==> src/rtl/mem_port_arbiter_pkg.sv <==
// Shared types and constants for the fetch/data memory-port arbiter.
// State encodings, port ids, word-alignment mask and latched request metadata.
package mem_port_arbiter_pkg;

  localparam int ARB_MEM_BYTES = 1024;
  localparam int ARB_AW        = 32;
  localparam int ARB_DW        = 32;

  typedef enum logic {
    ST_IDLE   = 1'b0,
    ST_ACCESS = 1'b1
  } arb_state_e;

  localparam logic ID_DATA  = 1'b0;
  localparam logic ID_FETCH = 1'b1;

  localparam logic [1:0] WORD_ALIGN_MASK = 2'b11;

  typedef struct packed {
    logic id;
    logic we;
    logic err;
  } req_meta_t;

  function automatic logic word_aligned(input logic [1:0] lsb);
    return (lsb & WORD_ALIGN_MASK) == 2'b00;
  endfunction

endpackage

==> src/rtl/mem_port_arbiter_if.sv <==
// Request, response and memory-side signals of the memory-port arbiter.
// slave = arbiter side, master = pipeline requesters plus memory.
interface mem_port_arbiter_if #(
  parameter int AW = 32,
  parameter int DW = 32
);
  logic          i_req;
  logic [AW-1:0] i_addr;
  logic          i_gnt;
  logic          d_req;
  logic          d_we;
  logic [AW-1:0] d_addr;
  logic [DW-1:0] d_wdata;
  logic          d_gnt;
  logic          rsp_valid;
  logic          rsp_id;
  logic          rsp_err;
  logic [DW-1:0] rsp_rdata;
  logic          mem_read;
  logic          mem_write;
  logic [AW-1:0] mem_addr;
  logic [DW-1:0] mem_wd;
  logic [DW-1:0] mem_rd;

  modport slave (
    input  i_req, i_addr, d_req, d_we, d_addr, d_wdata, mem_rd,
    output i_gnt, d_gnt, rsp_valid, rsp_id, rsp_err, rsp_rdata,
           mem_read, mem_write, mem_addr, mem_wd
  );

  modport master (
    output i_req, i_addr, d_req, d_we, d_addr, d_wdata, mem_rd,
    input  i_gnt, d_gnt, rsp_valid, rsp_id, rsp_err, rsp_rdata,
           mem_read, mem_write, mem_addr, mem_wd
  );
endinterface

==> src/rtl/mem_port_arbiter_rr_arb2.sv <==
// Two-requester round-robin arbiter; grant is combinational from req when en is high.
// Priority flips to the other port on every issued grant; no backpressure of its own.
module rr_arb2
  import mem_port_arbiter_pkg::*;
(
  input  logic       clk,
  input  logic       rst_n,
  input  logic [1:0] req,
  input  logic       en,
  output logic [1:0] gnt
);

  logic ptr_q, ptr_d;

  always_comb begin
    gnt   = 2'b00;
    ptr_d = ptr_q;
    if (en) begin
      if (req == 2'b11) begin
        gnt = (ptr_q == ID_FETCH) ? 2'b10 : 2'b01;
      end else begin
        gnt = req;
      end
    end
    if (gnt != 2'b00) begin
      ptr_d = gnt[ID_FETCH] ? ID_DATA : ID_FETCH;
    end
  end

  always_ff @(posedge clk or negedge rst_n) begin
    if (!rst_n) begin
      ptr_q <= ID_DATA;
    end else begin
      ptr_q <= ptr_d;
    end
  end

endmodule

==> src/rtl/mem_port_arbiter.sv <==
// Shares one memory between fetch and data ports: grant in IDLE, one ACCESS cycle, registered response.
// Latency grant edge N -> rsp_valid in N+2; requesters hold req until gnt, one access per 2 cycles.
module mem_port_arbiter
  import mem_port_arbiter_pkg::*;
#(
  parameter int MEM_BYTES = ARB_MEM_BYTES,
  parameter int AW        = ARB_AW,
  parameter int DW        = ARB_DW
) (
  input logic               clk,
  input logic               rst_n,
  mem_port_arbiter_if.slave bus
);

  localparam logic [AW-1:0] MAX_ADDR = AW'(MEM_BYTES - 4);

  arb_state_e    state_q, state_d;
  req_meta_t     meta_q, meta_d;
  logic          mem_read_q, mem_read_d;
  logic          mem_write_q, mem_write_d;
  logic [AW-1:0] mem_addr_q, mem_addr_d;
  logic [DW-1:0] mem_wd_q, mem_wd_d;
  logic          rsp_valid_q, rsp_valid_d;
  logic          rsp_id_q, rsp_id_d;
  logic          rsp_err_q, rsp_err_d;
  logic [DW-1:0] rsp_rdata_q, rsp_rdata_d;

  logic [1:0]    gnt;
  logic          arb_en;
  logic          sel_fetch;
  logic          sel_we;
  logic          sel_legal;
  logic [AW-1:0] sel_addr;

  // Gating with rst_n keeps grants low while reset is asserted, even with requests pending.
  assign arb_en = (state_q == ST_IDLE) && rst_n;

  rr_arb2 u_rr_arb2 (
    .clk   (clk),
    .rst_n (rst_n),
    .req   ({bus.i_req, bus.d_req}),
    .en    (arb_en),
    .gnt   (gnt)
  );

  assign sel_fetch = gnt[ID_FETCH];
  assign sel_addr  = sel_fetch ? bus.i_addr : bus.d_addr;
  assign sel_we    = !sel_fetch && bus.d_we;
  assign sel_legal = word_aligned(sel_addr[1:0]) && (sel_addr <= MAX_ADDR);

  always_comb begin
    state_d     = state_q;
    meta_d      = meta_q;
    mem_read_d  = mem_read_q;
    mem_write_d = mem_write_q;
    mem_addr_d  = mem_addr_q;
    mem_wd_d    = mem_wd_q;
    rsp_valid_d = 1'b0;
    rsp_id_d    = rsp_id_q;
    rsp_err_d   = rsp_err_q;
    rsp_rdata_d = rsp_rdata_q;
    case (state_q)
      ST_IDLE: begin
        if (gnt != 2'b00) begin
          state_d     = ST_ACCESS;
          meta_d      = '{id: sel_fetch, we: sel_we, err: !sel_legal};
          mem_read_d  = sel_legal && !sel_we;
          mem_write_d = sel_legal && sel_we;
          // Illegal requests leave the memory bus untouched.
          if (sel_legal) begin
            mem_addr_d = sel_addr;
            if (sel_we) begin
              mem_wd_d = bus.d_wdata;
            end
          end
        end
      end
      ST_ACCESS: begin
        state_d     = ST_IDLE;
        mem_read_d  = 1'b0;
        mem_write_d = 1'b0;
        rsp_valid_d = 1'b1;
        rsp_id_d    = meta_q.id;
        rsp_err_d   = meta_q.err;
        rsp_rdata_d = (meta_q.err || meta_q.we) ? '0 : bus.mem_rd;
      end
      default: state_d = ST_IDLE;
    endcase
  end

  always_ff @(posedge clk or negedge rst_n) begin
    if (!rst_n) begin
      state_q     <= ST_IDLE;
      meta_q      <= '0;
      mem_read_q  <= 1'b0;
      mem_write_q <= 1'b0;
      mem_addr_q  <= '0;
      mem_wd_q    <= '0;
      rsp_valid_q <= 1'b0;
      rsp_id_q    <= 1'b0;
      rsp_err_q   <= 1'b0;
      rsp_rdata_q <= '0;
    end else begin
      state_q     <= state_d;
      meta_q      <= meta_d;
      mem_read_q  <= mem_read_d;
      mem_write_q <= mem_write_d;
      mem_addr_q  <= mem_addr_d;
      mem_wd_q    <= mem_wd_d;
      rsp_valid_q <= rsp_valid_d;
      rsp_id_q    <= rsp_id_d;
      rsp_err_q   <= rsp_err_d;
      rsp_rdata_q <= rsp_rdata_d;
    end
  end

  assign bus.i_gnt     = gnt[ID_FETCH];
  assign bus.d_gnt     = gnt[ID_DATA];
  assign bus.mem_read  = mem_read_q;
  assign bus.mem_write = mem_write_q;
  assign bus.mem_addr  = mem_addr_q;
  assign bus.mem_wd    = mem_wd_q;
  assign bus.rsp_valid = rsp_valid_q;
  assign bus.rsp_id    = rsp_id_q;
  assign bus.rsp_err   = rsp_err_q;
  assign bus.rsp_rdata = rsp_rdata_q;

endmodule

==> src/flat_wrapper.sv <==
// flat-port wrapper written by rule: the top's interface ports become plain ports
module mem_port_arbiter_flat import mem_port_arbiter_pkg::*;
#(
  parameter int MEM_BYTES = ARB_MEM_BYTES,
  parameter int AW        = ARB_AW,
  parameter int DW        = ARB_DW
)
  (clk, rst_n, bus_i_req, bus_i_addr, bus_d_req, bus_d_we, bus_d_addr, bus_d_wdata, bus_mem_rd, bus_i_gnt, bus_d_gnt, bus_rsp_valid, bus_rsp_id, bus_rsp_err, bus_rsp_rdata, bus_mem_read, bus_mem_write, bus_mem_addr, bus_mem_wd);
  mem_port_arbiter_if #(.AW(AW), .DW(DW)) bus_i ();
  input logic clk;
  input logic rst_n;
  input wire logic [$bits(bus_i.i_req)-1:0] bus_i_req;
  input wire logic [$bits(bus_i.i_addr)-1:0] bus_i_addr;
  input wire logic [$bits(bus_i.d_req)-1:0] bus_d_req;
  input wire logic [$bits(bus_i.d_we)-1:0] bus_d_we;
  input wire logic [$bits(bus_i.d_addr)-1:0] bus_d_addr;
  input wire logic [$bits(bus_i.d_wdata)-1:0] bus_d_wdata;
  input wire logic [$bits(bus_i.mem_rd)-1:0] bus_mem_rd;
  output wire logic [$bits(bus_i.i_gnt)-1:0] bus_i_gnt;
  output wire logic [$bits(bus_i.d_gnt)-1:0] bus_d_gnt;
  output wire logic [$bits(bus_i.rsp_valid)-1:0] bus_rsp_valid;
  output wire logic [$bits(bus_i.rsp_id)-1:0] bus_rsp_id;
  output wire logic [$bits(bus_i.rsp_err)-1:0] bus_rsp_err;
  output wire logic [$bits(bus_i.rsp_rdata)-1:0] bus_rsp_rdata;
  output wire logic [$bits(bus_i.mem_read)-1:0] bus_mem_read;
  output wire logic [$bits(bus_i.mem_write)-1:0] bus_mem_write;
  output wire logic [$bits(bus_i.mem_addr)-1:0] bus_mem_addr;
  output wire logic [$bits(bus_i.mem_wd)-1:0] bus_mem_wd;
  assign bus_i.i_req = bus_i_req;
  assign bus_i.i_addr = bus_i_addr;
  assign bus_i.d_req = bus_d_req;
  assign bus_i.d_we = bus_d_we;
  assign bus_i.d_addr = bus_d_addr;
  assign bus_i.d_wdata = bus_d_wdata;
  assign bus_i.mem_rd = bus_mem_rd;
  assign bus_i_gnt = bus_i.i_gnt;
  assign bus_d_gnt = bus_i.d_gnt;
  assign bus_rsp_valid = bus_i.rsp_valid;
  assign bus_rsp_id = bus_i.rsp_id;
  assign bus_rsp_err = bus_i.rsp_err;
  assign bus_rsp_rdata = bus_i.rsp_rdata;
  assign bus_mem_read = bus_i.mem_read;
  assign bus_mem_write = bus_i.mem_write;
  assign bus_mem_addr = bus_i.mem_addr;
  assign bus_mem_wd = bus_i.mem_wd;
  mem_port_arbiter #(.MEM_BYTES(MEM_BYTES), .AW(AW), .DW(DW)) u_core (.clk(clk), .rst_n(rst_n), .bus(bus_i));
endmodule
==> config.mk <==
export PLATFORM = sky130hd
export DESIGN_NAME = mem_port_arbiter_flat
export DESIGN_NICKNAME = d
export VERILOG_FILES = /design/src/rtl/mem_port_arbiter_pkg.sv /design/src/rtl/mem_port_arbiter_if.sv /design/src/rtl/mem_port_arbiter_rr_arb2.sv /design/src/rtl/mem_port_arbiter.sv /design/src/flat_wrapper.sv
export SDC_FILE = /design/constraint.sdc
export NUM_CORES = 1
export LEC_CHECK = 0
export ABC_AREA = 1
export ABC_CLOCK_PERIOD_IN_PS = 2900
export CORE_UTILIZATION = 31
export DETAILED_ROUTE_END_ITERATION = 6
export GPL_TIMING_DRIVEN = 0
export PLACE_DENSITY = 0.77
export SLEW_MARGIN = 5
export SYNTH_ARGS = -nofsm -noshare
export SYNTH_HDL_FRONTEND = slang
export SYNTH_HIERARCHICAL = 1
export SYNTH_SLANG_ARGS = --single-unit
==> constraint.sdc <==
create_clock -name clk -period 2.9 [get_ports clk]
set_clock_uncertainty 0.1 [all_clocks]
set_input_delay 0.58 -clock clk [delete_from_list [all_inputs] [get_ports clk]]
set_output_delay 0.58 -clock clk [all_outputs]
set_load 0.05 [all_outputs]
==> results.txt <==
The run finished with clean final reports. For this run the aggregate overflow at the end of global routing stands at 0. The final count of hold timing violations came out at 0. The placeable core region came out at 0.01399 mm².

Measured against the total synthesized area, the mux share comes to ~1.8%. The total power is about 3300 µW. In this run, synthesis produced a sequential element count of 106. The transition time at the pin with the least slew margin is between 0.5 and 0.6 ns.

The critical path is of the in -> reg type. The clock drives around 110 sinks. The clock network accounts for between 30% and 40% of the total power. In this run, CTS created clock tree buffers numbering 9. Detailed placement ended at an HPWL of between 9 and 10 mm. The final design instance area without fill is between 0.007 and 0.008 mm². The average cell area after synthesis came out at 9.293 µm². The post-synthesis sequential area ratio is 59.22%. From synthesis to final layout, the design area changed by 66.45%.

Synthesis produced a netlist whose cell count is between 400 and 500. The root buffer cell chosen for the clock tree is clkbuf_16. The starting density of the core came out at ~32%. By area, the combinational part of the netlist is dominated by simple AND/OR/NAND/NOR gates. STA classifies the critical path startpoint as a primary input.

The largest net degree at the start of global routing came out at 64. In this run the number of H-tree levels came out at 3. The number of antenna cells inserted is 0. The worst-path maximum fanout is 10. The total global routing track utilization came out at roughly 18%. For this run, the post-layout net count is about 860. The critical path ends at u_core/bus.mem_wd[17]. The post-synthesis share of cell area spent on full adders, half adders and majority gates came out at 0%. The via count of the first global-routing pass was about 4000.

The synthesized-area fraction occupied by and/or/nand/nor cells came out at 21.59%. The placement row count came out at between 40 and 50. Summed over all failing endpoints, the final setup total negative slack is 0 ns. The share of cells above drive strength 1 is 6.793%.

The ratio of total power to cell area came out at approximately 450 mW/mm². Data on the critical path is required at its endpoint by 3.09 ns. The clock tree buffer depth is 2. The slack of the worst reg-to-reg path is around 0.21 ns.

The part of the total power dissipated in sequential elements is a little under half. The total number of vias came out at approximately 4200. The first global-routing pass estimated approximately 20 mm of wire. The net count after synthesis came out at about 620. The die width came out at 122.2 µm. The first-pass iteration count of the detailed router came out at 4. The final critical delay including setup and external delays is between 2 and 3 ns. The later pin in the worst-skew pair is clocked with a latency of 0.35 ns.

The final setup violation count is 0. The combinational share of power is 16.2%. The summed instance area of the synthesized netlist came out at approximately 0.0045 mm². The number of DRC markers in iteration 0 is approximately 230. The length in cells of the worst reg-to-reg path is 16. The post-synthesis cell type with the largest combined area is dfrtp_1.

The routed design has around 13 mm of wire. Tracing the worst setup path back leads to its startpoint at bus_i_req. Headroom to the max-slew limit came out at around 64%. The number of instances in the placed design came out at approximately 900. The weighted congestion at the end of routability-driven global placement came out at 0.7713. For this run, the number of Yosys warnings is 6.

The clock-pin slew of the registers on the worst-case setup and hold paths came out at ~0.07 ns. Buffers placed on the I/O ports in this run total approximately 240. In this run switching power makes up between 20% and 30% of total power. The post-detailed-route via-to-cell ratio came out at ~4.6. The area share of the leading cell type in the synthesized netlist is between 50 and 60%. The leakage power is around 0.0036 µW. For this run, the number of standard cells in the final layout without fillers is approximately 920. The per-cell routed wire length is roughly 14 µm. The max-slew violation count is 0. The net switching power of the design came out at 894.1 µW. The remaining antenna violation count after routing is 0.

The worst setup path is captured at a flop. The class of the most critical hold timing path is in -> async. The synthesized netlist contains 20 unique library cells. The DRC violation count after routing came out at 0. On the final layout, the worst hold slack is 0.09470 ns.

The internal portion of total power is between 2000 and 2500 µW. TritonCTS built the clock tree. The worst path arrival time came out at ~3.0 ns. The final clock period utilization by the worst path is between 90% and 100%.

The number of primary I/O pins came out at 236. Summing the areas of all xor and xnor instances in the mapped netlist gives 0% of the synthesized area. The overall die height came out at between 100 and 150 µm. Ranked by total cell area, the synthesized netlist is headed by dfrtp_1 59%, nand2_1 12%, a32o_1 7.2%. Derived from the worst setup path, the maximum achievable clock frequency is between 300 and 400 MHz.

In this run the critical register-to-register path is launched from u_core/state_q. The number of max-cap violations came out at 0. The endpoint identified for the worst register-to-register timing path is u_core/bus.mem_wd[17]. The maximum vdd ir drop is slightly above 300 µV.

The post-place instance area came out at between 0.007 and 0.008 mm². The area of the die came out at 0.01493 mm². The complex-gate fraction of the synthesized area is 9.497%. The initial antenna violation count is 0.
==> kinds of logic (layout without fill, tap and decap cells) <==
family	count (synthesis)	after routing
buffers and inverters	87	341
muxes	8	8
AOI/OAI and AO/OA	53	53
DFF	106	106
and+or+nand+nor	228	228
==> per-layer routing <==
| layer | wire, µm | GRT usage [%] |
|---|---|---|
| met1 | 5338 | 21.06 |
| met2 | 6272 | 29.78 |
| met3 | 1311 | 6.835 |
| met4 | 197 | 5.793 |
| met5 | 0 | 0 |
==> layout make-up <==
cell class | count | area, µm²
Fill cell | 1300 | 6533
Sequential cell | 106 | 2653
Timing Repair Buffer | 238 | 2415
Multi-Input combinational cell | 289 | 1488
Clock buffer | 9 | 225.2
Tap cell | 180 | 225.2
Inverter | 58 | 220.2
Buffer | 29 | 142.6
Clock inverter | 7 | 87.58
==> synthesized netlist by cell type <==
library cell  number
nand4_1           32
nor2_4             2
nor3_1             1
buf_4              2
o21ai_0            3
buf_2             16
nand2_2            3
a21oi_1            1
clkinv_1           1
inv_1             53
inv_2              4
nor2_1            41
a32o_1            32
nand2_1          147
nand3_1            1
mux2i_1            8
nand3_2            1
dfrtp_1          106
o21ai_1           17
clkbuf_1          11
==> worst max-delay path: stages <==
cell and delay [ns]:
clkdlybuf4s50_1 0.48, nand2_1 0.07, inv_2 0.05, nand2_2 0.04, inv_1 0.12, inv_2 0.12, buf_2 0.20, nand2_1 0.08
nand2_1 0.04, nor2_1 0.17, nand3_1 0.15, nor2_4 0.26, buf_4 0.17, buf_2 0.20, nand4_1 0.11, nand2_1 0.08
==> power groups by stage <==
stage	combinational [µW]	sequential, µW	clock [µW]
floorplan	200	1570	0
global placement	526	1550	0
detailed placement	534	1550	0
CTS	540	1520	1330
global route	588	1520	1370
finish	539	1520	1270
==> cells in the final DEF, fill, tap and decap left out, drive strengths merged <==
cell           instances
clkdlybuf4s50        232
nand2                150
dfrtp                106
inv                   59
nor2                  43
a32o                  32
nand4                 32
clkbuf                22
o21ai                 20
buf                   20
mux2i                  8
clkinv                 4
dlygate4sd2            2
nand3                  2
clkinvlp               1
bufinv                 1
nor3                   1
a21oi                  1
==> flip-flops by register name (all words and copies together), names as in the netlist <==
| signal | flops |
|---|---|
| u_core/bus.mem_addr | 32 |
| u_core/bus.mem_wd | 32 |
| u_core/bus.rsp_rdata | 32 |
| u_core/meta_q | 3 |
| u_core/bus.mem_read | 1 |
| u_core/bus.mem_write | 1 |
| u_core/bus.rsp_err | 1 |
| u_core/bus.rsp_id | 1 |
| u_core/bus.rsp_valid | 1 |
| u_core/state_q | 1 |
| u_core/u_rr_arb2/ptr_q | 1 |
==> how the worst min path moves through the flow <==
stage	endpoint	depth (start not counted)
6_report	u_core/bus.mem_addr[27]	2
5_1_grt	u_core/bus.mem_addr[26]	2
4_1_cts	u_core/bus.mem_addr[27]	2
3_5_place_dp	u_core/bus.mem_wd[8]	2
3_3_place_gp	u_core/bus.mem_wd[8]	2
2_1_floorplan	u_core/bus.mem_addr[0]	0
==> stage by stage <==
stage	utilization [%]	setup slack (ns)
after floorplan	-	0.03138
after detailed placement	50.63	-0.6485
after global routing	53.30	-0.002574
after CTS	53.09	0.02476
final	53.30	0.1391
after global placement	50.45	-4.178
==> repair_timing <==
action / in CTS / in global routing
endpoints found under the hold margin: 43 / 0
hold buffers: 1 / 0
resized for setup: 6 / 7
pin swaps: 0 / 1
buffers inserted: 0 / 1
endpoints found under the setup margin: 68 / 33
No activity file was read; power rests on OpenSTA's default activity.
